<file path="config.mk">
export PLATFORM = sky130hd
export DESIGN_NAME = uart_rx
export DESIGN_NICKNAME = d
export VERILOG_FILES = /design/src/rtl/uart_rx.sv
export SDC_FILE = /design/constraint.sdc
export NUM_CORES = 1
export LEC_CHECK = 0
export BUFFER_PORTS_ARGS = -buffer_cell sky130_fd_sc_hd__buf_2
export CORE_MARGIN = 2
export CORE_UTILIZATION = 55
export DETAILED_ROUTE_END_ITERATION = 10
export PLACE_DENSITY = 0.74
export SETUP_SLACK_MARGIN = 0.02
export SLEW_MARGIN = 20
export SYNTH_ARGS = -nofsm -noshare
export SYNTH_HDL_FRONTEND = slang
export SYNTH_SLANG_ARGS = --single-unit
</file>
<file path="constraint.sdc">
create_clock -name clk -period 2.43 [get_ports clk]
set_clock_uncertainty 0.2 [all_clocks]
set_input_delay 0.3645 -clock clk [delete_from_list [all_inputs] [get_ports clk]]
set_output_delay 0.3645 -clock clk [all_outputs]
set_load 0.01 [all_outputs]
</file>
<file path="src/rtl/uart_rx.sv">
// uart_rx: oversampling UART receiver with a one-deep valid/ready holding register.
// Optional feature macro: UART_RX_PARITY_EN adds one even-parity bit between data and stop bits.
// Ports:
//   clk        in  system clock
//   rst_n      in  asynchronous active-low reset
//   rx         in  serial input, asynchronous to clk, idles high
//   data       out received byte, valid while valid=1
//   valid      out holding register full
//   ready      in  consumer takes data when valid && ready
//   frame_err  out one-cycle pulse, a stop bit sampled 0
//   parity_err out one-cycle pulse, parity mismatch (tied 0 without the macro)
//   overrun    out one-cycle pulse, good byte dropped because the holding register was full
//   busy       out receiver state is not IDLE
module uart_rx #(
    parameter int CLKS_PER_BIT = 16,
    parameter int MSB_FIRST    = 1,
    parameter int STOP_BITS    = 2
) (
    input  logic       clk,
    input  logic       rst_n,
    input  logic       rx,
    output logic [7:0] data,
    output logic       valid,
    input  logic       ready,
    output logic       frame_err,
    output logic       parity_err,
    output logic       overrun,
    output logic       busy
);
    localparam int HALF = CLKS_PER_BIT / 2;
    localparam int TW   = $clog2(CLKS_PER_BIT);
`ifdef UART_RX_PARITY_EN
    typedef enum logic [2:0] {IDLE, START, DATA, PARITY, STOP} state_t;
`else
    typedef enum logic [2:0] {IDLE, START, DATA, STOP} state_t;
`endif
    state_t        state, next;
    logic [1:0]    sync;
    logic          rx_s, armed, ferr, half_hit, bit_hit, sample, done, fe, good;
    logic [TW-1:0] tick;
    logic [2:0]    idx;
    logic [7:0]    shreg;

    assign rx_s     = sync[1];
    assign busy     = state != IDLE;
    assign half_hit = tick == TW'(HALF - 1);
    assign bit_hit  = tick == TW'(CLKS_PER_BIT - 1);
    assign sample   = state == START ? half_hit : (state != IDLE && bit_hit);
    // Stop-bit error includes the final stop sample, which is not yet in ferr.
    assign fe       = ferr || !rx_s;

    always_ff @(posedge clk or negedge rst_n) begin
        if (!rst_n) begin
            sync  <= 2'b11;
            state <= IDLE;
        end else begin
            sync  <= {sync[0], rx};
            state <= next;
        end
    end

    always_comb begin
        next = state;
        done = 1'b0;
        case (state)
            IDLE:  if (armed && !rx_s) next = START;
            START: if (half_hit) next = rx_s ? IDLE : DATA;
            DATA:
                if (bit_hit && idx == 3'd7)
`ifdef UART_RX_PARITY_EN
                    next = PARITY;
            PARITY:
                if (bit_hit) next = STOP;
`else
                    next = STOP;
`endif
            STOP:
                if (bit_hit && idx == 3'(STOP_BITS - 1)) begin
                    next = IDLE;
                    done = 1'b1;
                end
            default: next = IDLE;
        endcase
    end

    always_ff @(posedge clk or negedge rst_n) begin
        if (!rst_n) begin
            tick  <= '0;
            idx   <= 3'd0;
            shreg <= 8'h00;
            armed <= 1'b0;
            ferr  <= 1'b0;
        end else begin
            tick  <= (state == IDLE || sample) ? '0 : tick + 1'b1;
            // idx wraps 7->0 after the last data bit, so it restarts for stop bits.
            idx   <= state == IDLE ? 3'd0 : (sample && (state == DATA || state == STOP)) ? idx + 3'd1 : idx;
            if (sample && state == DATA)
                shreg <= MSB_FIRST != 0 ? {shreg[6:0], rx_s} : {rx_s, shreg[7:1]};
            // Outside IDLE armed tracks the line, so returning to IDLE arms only if the
            // last sample was high; a low line (break) must go high before re-arming.
            armed <= (state == IDLE && armed) || rx_s;
            ferr  <= state != IDLE && (ferr || (sample && state == STOP && !rx_s));
        end
    end

`ifdef UART_RX_PARITY_EN
    logic perr;
    assign good = done && !fe && !perr;

    always_ff @(posedge clk or negedge rst_n) begin
        if (!rst_n) begin
            perr       <= 1'b0;
            parity_err <= 1'b0;
        end else begin
            perr       <= state != IDLE && (perr || (sample && state == PARITY && rx_s != ^shreg));
            parity_err <= done && perr;
        end
    end
`else
    assign good       = done && !fe;
    assign parity_err = 1'b0;
`endif

    always_ff @(posedge clk or negedge rst_n) begin
        if (!rst_n) begin
            data      <= 8'h00;
            valid     <= 1'b0;
            frame_err <= 1'b0;
            overrun   <= 1'b0;
        end else begin
            frame_err <= done && fe;
            overrun   <= good && valid && !ready;
            if (good && (!valid || ready)) begin
                data  <= shreg;
                valid <= 1'b1;
            end else if (ready) begin
                valid <= 1'b0;
            end
        end
    end
endmodule

</file>
==> flow_metrics.env, run 1 <==
export IMPL_gp_congestion=0.778
export IMPL_nets=130
export IMPL_post_drt_wl_per_cell_um=13.7
export IMPL_antenna_found_initial=0
export IMPL_combPwrFrac=0.185
export IMPL_layout_drive_gt1_share=0.358
export IMPL_swShare=0.297
export IMPL_ant_nets=0
export IMPL_path_max_fanout=8
export IMPL_hold_viol_final=0
export IMPL_syn_inst=103
export IMPL_grt_pass1_vias=781
export IMPL_clkTransAtPathRegs_ps=100
export IMPL_insertion_delay_ps=330
export IMPL_finalMaxSlewViolations=0
export IMPL_dpl_hpwl_mm=1.45
export IMPL_multi_input_area_sq_um=527
export IMPL_cts_sinks=32
export IMPL_cp_required_ps=2450
export IMPL_syn_num_nets=111
export IMPL_grt_pass1_wl_mm=3.45
export IMPL_via_count=863
export IMPL_core_sq_um=2430
export IMPL_end_kind="flop"
export IMPL_place_worst_setup_slack_ps=178
export IMPL_min_period_ps=2200
export IMPL_post_route_util=0.639
export IMPL_maxCapViolations=0
export IMPL_first_iter_violations=12
export IMPL_syn_area_sq_um=1380
export IMPL_avgSynthCellArea_sq_um=13.4
export IMPL_p_seq_frac=0.519
export IMPL_die_w_um=54.1
export IMPL_ys_seq_area_frac=0.583
export IMPL_yosys_warnings=0
export IMPL_postCtsSetupRepairBufs=0
export IMPL_start_kind="flop"
export IMPL_final_fill_count=192
export IMPL_cts_tree="done"
export IMPL_max_freq_mhz=454
export IMPL_ir_worst_vdd_uv=752
export IMPL_crit_arrival_ps=2220
export IMPL_switching_power_mw=0.392
export IMPL_synth_seq_cells=32
export IMPL_final_setup_worst_slack_ps=228
export IMPL_setup_viol=0
export IMPL_p_int_mw=0.925
export IMPL_fin_crit_sh=0.906
export IMPL_grtUsageTotal=0.172
export IMPL_final_cells=153
export IMPL_dieArea_sq_um=2920
export IMPL_placed_cells=143
export IMPL_cts_resized=0
export IMPL_firstDrtPassIters=4
export IMPL_htreeDepth=2
export IMPL_antenna_cells=0
export IMPL_wl_mm=2.10
export IMPL_vias_per_cell=5.64
export IMPL_cts_root_buf="clkbuf_4"
export IMPL_p_clk_frac=0.296
export IMPL_cts_made_buffers=5
export IMPL_status="completed"
export IMPL_seq_area_sq_um=803
export IMPL_worstHoldPathType="in -> reg"
export IMPL_slew_headroom=0.546
export IMPL_die_h_um=54.1
export IMPL_path_class="reg -> reg"
export IMPL_start_util=0.567
export IMPL_drc=0
export IMPL_fin_tns_setup_ps=0
export IMPL_synth_cell_types=32
export IMPL_rsz0062_at_grt="no"
export IMPL_power_leakage_nw=0.776
export IMPL_worst_slew_pin_slew_ps=681
export IMPL_postPlaceCellArea_sq_um=1460
export IMPL_grt_max_degree=33
export IMPL_postLayoutCellArea_sq_um=1550
export IMPL_clk_path_buf_depth=2
export IMPL_area_growth_pct=12.7
export IMPL_grt_ovfl_total=0
export IMPL_ios=17
export IMPL_numPortBuffers=15
export IMPL_cellPowerDensity_nw_per_um2=847
export IMPL_rows=18
[power groups by stage]
stage	registers, mW	clock network (mW)	logic, mW
2_1_floorplan	0.637	0	0.254
3_3_place_gp	0.687	0	0.230
3_5_place_dp	0.693	0	0.245
4_1_cts	0.683	0.399	0.248
5_1_grt	0.695	0.422	0.283
6_report	0.684	0.389	0.244
[placed cells by master (no fill, tap or decap), types with 3 or more instances in the layout]
| cell | n |
|---|---|
| dfrtp_1 | 30 |
| mux2_2 | 17 |
| buf_2 | 15 |
| o21ai_0 | 5 |
| clkbuf_4 | 5 |
| nand2b_1 | 4 |
| ha_1 | 4 |
| nor2_1 | 3 |
| nor3b_1 | 3 |
| nand3_1 | 3 |
[logic make-up (layout without fill, tap and decap cells)]
kind of cell,Yosys count,in the layout,share of synthesized area
muxes,18,18,0.146
DFF,32,32,0.583
other,1,1,0.00272
buffers and inverters,8,28,0.0354
AOI/OAI and AO/OA,12,12,0.0572
xor gates and xnor gates,2,2,0.0127
adders and majority gates,4,4,0.0363
and+or+nand+nor,26,26,0.127
[cell type report]
type	count	share of cell area
clock buffers	6	0.0266
flip-flops and latches	32	0.517
repair buffers	18	0.0660
well taps	30	0.0242
multi-input cells	63	0.339
clock inverters	2	0.0225
inverters	2	0.00483
[synthesized netlist by cell type]
library cell	instances	area share
a41oi_1	1	0.0064
o21ai_0	5	0.018
or3_1	1	0.0045
mux2_2	17	0.14
a21o_1	1	0.0054
buf_4	5	0.027
xnor2_1	1	0.0064
o31ai_1	1	0.0054
a211oi_1	1	0.0054
dfstp_2	2	0.038
nand3_1	3	0.011
conb_1	1	0.0027
xor2_1	1	0.0064
nor3_1	2	0.0073
nor2b_1	1	0.0045
nand2b_1	4	0.018
a22o_1	2	0.013
a21oi_1	1	0.0036
and4_1	1	0.0064
nor3b_1	3	0.016
nor2_1	3	0.0082
dfrtp_1	30	0.54
nand4b_1	1	0.0064
nand2_1	1	0.0027
ha_1	4	0.036
nor4b_4	1	0.017
mux2i_1	1	0.0073
inv_1	2	0.0054
clkbuf_1	1	0.0027
nand4_1	2	0.0091
nand3b_1	2	0.011
nor2_2	1	0.0045
[final timing paths]
check | from | endpoint | slack, ps | depth (start not counted)
min reg2reg | sync[0]$_DFF_PN1_ | sync[1]$_DFF_PN1_ | 160 | 0
max in group asynchronous | rst_n | shreg[0]$_DFFE_PN0P_ | 1180 | 2
max reg2reg | tick[0]$_DFF_PN0_ | data[2]$_DFFE_PN0P_ | 230 | 4
max | tick[0]$_DFF_PN0_ | data[2]$_DFFE_PN0P_ | 230 | 4
min in group asynchronous | rst_n | idx[1]$_DFFE_PN0P_ | 400 | 2
min | ready | overrun$_DFF_PN0_ | 120 | 3
[worst max-delay path, stage by stage (launching register included)]
cell	delay (ps)
dfrtp_1	380
ha_1	310
nand3_1	230
nor4b_4	590
mux2_2	400
[sequential cells by signal (all words and copies together), names as in the netlist]
register,count
armed,1
data,8
ferr,1
frame_err,1
idx,3
overrun,1
shreg,8
state,2
sync,2
tick,4
valid,1
[routing by layer]
layer,vias to the layer above,part of all wire,track usage
met5,-,0,0
met4,0,0.026,0.113
met3,7,0.046,0.0528
met2,17,0.46,0.244
met1,429,0.47,0.229
li1,410,-,-
[what timing repair did]
| action | in CTS | in global routing |
|---|---|---|
| endpoints found under the setup margin | 0 | 0 |
| hold buffers | 2 | 0 |
| endpoints found under the hold margin | 31 | 0 |
[metrics by stage]
step / hold slack, ps / power (mW)
3_3_place_gp: 147 / 0.918
4_1_cts: 116 / 1.33
3_5_place_dp: 149 / 0.938
5_1_grt: 131 / 1.40
6_report: 121 / 1.32
2_1_floorplan: -131 / 0.891
(Power assumes the default switching activity.)
==> run 2: changes to the inputs <==
- PLACE_DENSITY: 0.74 -> 0.87
==> run 2 against run 1 <==
Against the previous run: maximum frequency about the same; global-route usage is 1.8 points higher; non-clock buffer count is 1 lower; first-iteration DRC count up 17%; sequential power is 3.2% higher.
==> flow_metrics.env, run 2 (synthesized netlist as in run 1, its figures left out) <==
export IMPL_status="completed"
export IMPL_cts_sinks=32
export IMPL_drc=0
export IMPL_firstDrtPassIters=4
export IMPL_min_period_ps=2200
export IMPL_critPathMaxStageDelay_ps=580
export IMPL_critPathBufInv=0
export IMPL_min_path_cells=3
export IMPL_cp_required_ps=2450
export IMPL_ir_worst_vdd_uv=729
export IMPL_power_leakage_nw=0.772
export IMPL_cts_made_buffers=5
export IMPL_antenna_cells=0
export IMPL_seq_area_sq_um=803
export IMPL_grt_pass1_vias=832
export IMPL_final_cells=152
export IMPL_postCtsSetupRepairBufs=0
export IMPL_placed_cells=142
export IMPL_max_freq_mhz=454
export IMPL_cellPowerDensity_nw_per_um2=851
export IMPL_fin_crit_sh=0.906
export IMPL_via_count=871
export IMPL_wl_mm=2.32
export IMPL_crit_path_top_delay_cell="nor4b_4"
export IMPL_layout_drive_gt1_share=0.352
export IMPL_grt_pass1_wl_mm=3.78
export IMPL_hold_viol_final=0
export IMPL_area_growth_pct=12.2
export IMPL_crit_arrival_ps=2230
export IMPL_start_util=0.567
export IMPL_nets=129
export IMPL_ios=17
export IMPL_end_kind="flop"
export IMPL_numPortBuffers=15
export IMPL_gp_congestion=0.785
export IMPL_dpl_hpwl_mm=1.59
export IMPL_core_sq_um=2430
export IMPL_path_class="reg -> reg"
export IMPL_grt_max_degree=33
export IMPL_postPlaceCellArea_sq_um=1450
export IMPL_antenna_found_initial=0
export IMPL_postCtsHoldBufs=2
export IMPL_final_common_cell="dfrtp_1"
export IMPL_grtUsageTotal=0.191
export IMPL_first_iter_violations=14
export IMPL_reg2reg_from="tick[0]$_DFF_PN0_"
export IMPL_maxCapViolations=0
export IMPL_start_kind="flop"
export IMPL_path_max_fanout=8
export IMPL_min_to="overrun$_DFF_PN0_"
export IMPL_rr_worst_depth=4
export IMPL_ant_nets=0
export IMPL_rsz0062_at_grt="no"
export IMPL_grt_ovfl_total=0
export IMPL_htreeDepth=2
export IMPL_worst_slew_pin_slew_ps=697
export IMPL_die_h_um=54.1
export IMPL_setup_viol=0
export IMPL_insertion_delay_ps=330
export IMPL_rows=18
export IMPL_cts_tree="done"
export IMPL_largestRegisters="data x8, shreg x8, tick x4"
export IMPL_layout_common_cells="dfrtp_1 (30), mux2_2 (17), buf_2 (15), o21ai_0 (5), clkbuf_4 (5)"
export IMPL_regToRegEndpoint="data[3]$_DFFE_PN0P_"
export IMPL_vias_per_cell=5.73
export IMPL_worstPathCellList="ha_1, nand3_1, nor4b_4, mux2_2"
export IMPL_die_w_um=54.1
export IMPL_cts_root_buf="clkbuf_4"
export IMPL_finalMaxSlewViolations=0
export IMPL_final_fill_count=194
export IMPL_worstHoldPathType="in -> reg"
export IMPL_postLayoutCellArea_sq_um=1550
export IMPL_worstHoldStart="ready"
export IMPL_slew_headroom=0.535
export IMPL_fin_hold_ws_ps=129
export IMPL_multi_input_area_sq_um=527
export IMPL_cts_resized=0
export IMPL_post_drt_wl_per_cell_um=15.2
export IMPL_rrSetupSlack_ps=230
export IMPL_fin_tns_setup_ps=0
export IMPL_critPathTopFamily="simple AND/OR/NAND/NOR gates"
export IMPL_clkTransAtPathRegs_ps=100
export IMPL_dieArea_sq_um=2920
export IMPL_clk_path_buf_depth=2
run 2: cell count changes in the layout (fill, tap and decap cells not counted), sizes merged:
cell and change:
buf -1
run 2: final cells by class:
cell class / instances / area share
inverter: 2 / 0.00485
clock buffer: 6 / 0.0267
timing repair buffer: 17 / 0.0615
clock inverter: 2 / 0.0227
tap: 30 / 0.0243
sequential: 32 / 0.519
multi-input combinational: 63 / 0.341
run 2: metrics by stage:
stage               setup WS, ps  total power [mW]   util
floorplan                    475             0.891      -
global placement             293             0.902  0.596
detailed placement           220             0.926  0.596
CTS                          212              1.32  0.636
global route                57.8              1.39  0.636
finish                       227              1.32  0.636
run 2: worst min-delay path, stage by stage:
cell      delay, ps
buf_2            70
nand2b_1        140
nor2_1           60
run 2: power by group:
part / leakage (nW) / total [mW] / switching [mW] / internal, mW
clock network: 0.0422 / 0.394 / 0.179 / 0.216
registers: 0.423 / 0.706 / 0.106 / 0.600
logic: 0.306 / 0.216 / 0.117 / 0.0994
run 2: how the worst max path moves through the flow:
stage	depth (start not counted)	endpoint	slack [ps]	startpoint
finish	4	data[3]$_DFFE_PN0P_	230	tick[0]$_DFF_PN0_
global route	4	data[5]$_DFFE_PN0P_	60	tick[0]$_DFF_PN0_
CTS	4	data[3]$_DFFE_PN0P_	210	tick[0]$_DFF_PN0_
detailed placement	4	data[3]$_DFFE_PN0P_	220	tick[0]$_DFF_PN0_
global placement	4	data[7]$_DFFE_PN0P_	290	tick[0]$_DFF_PN0_
floorplan	5	data[0]$_DFFE_PN0P_	480	tick[0]$_DFF_PN0_
run 2: per-layer routing:
metal,up-vias,GRT usage,share of wire
li1,398,-,-
met1,433,0.238,0.40
met2,33,0.299,0.52
met3,7,0.0500,0.049
met4,0,0.113,0.022
met5,-,0,0
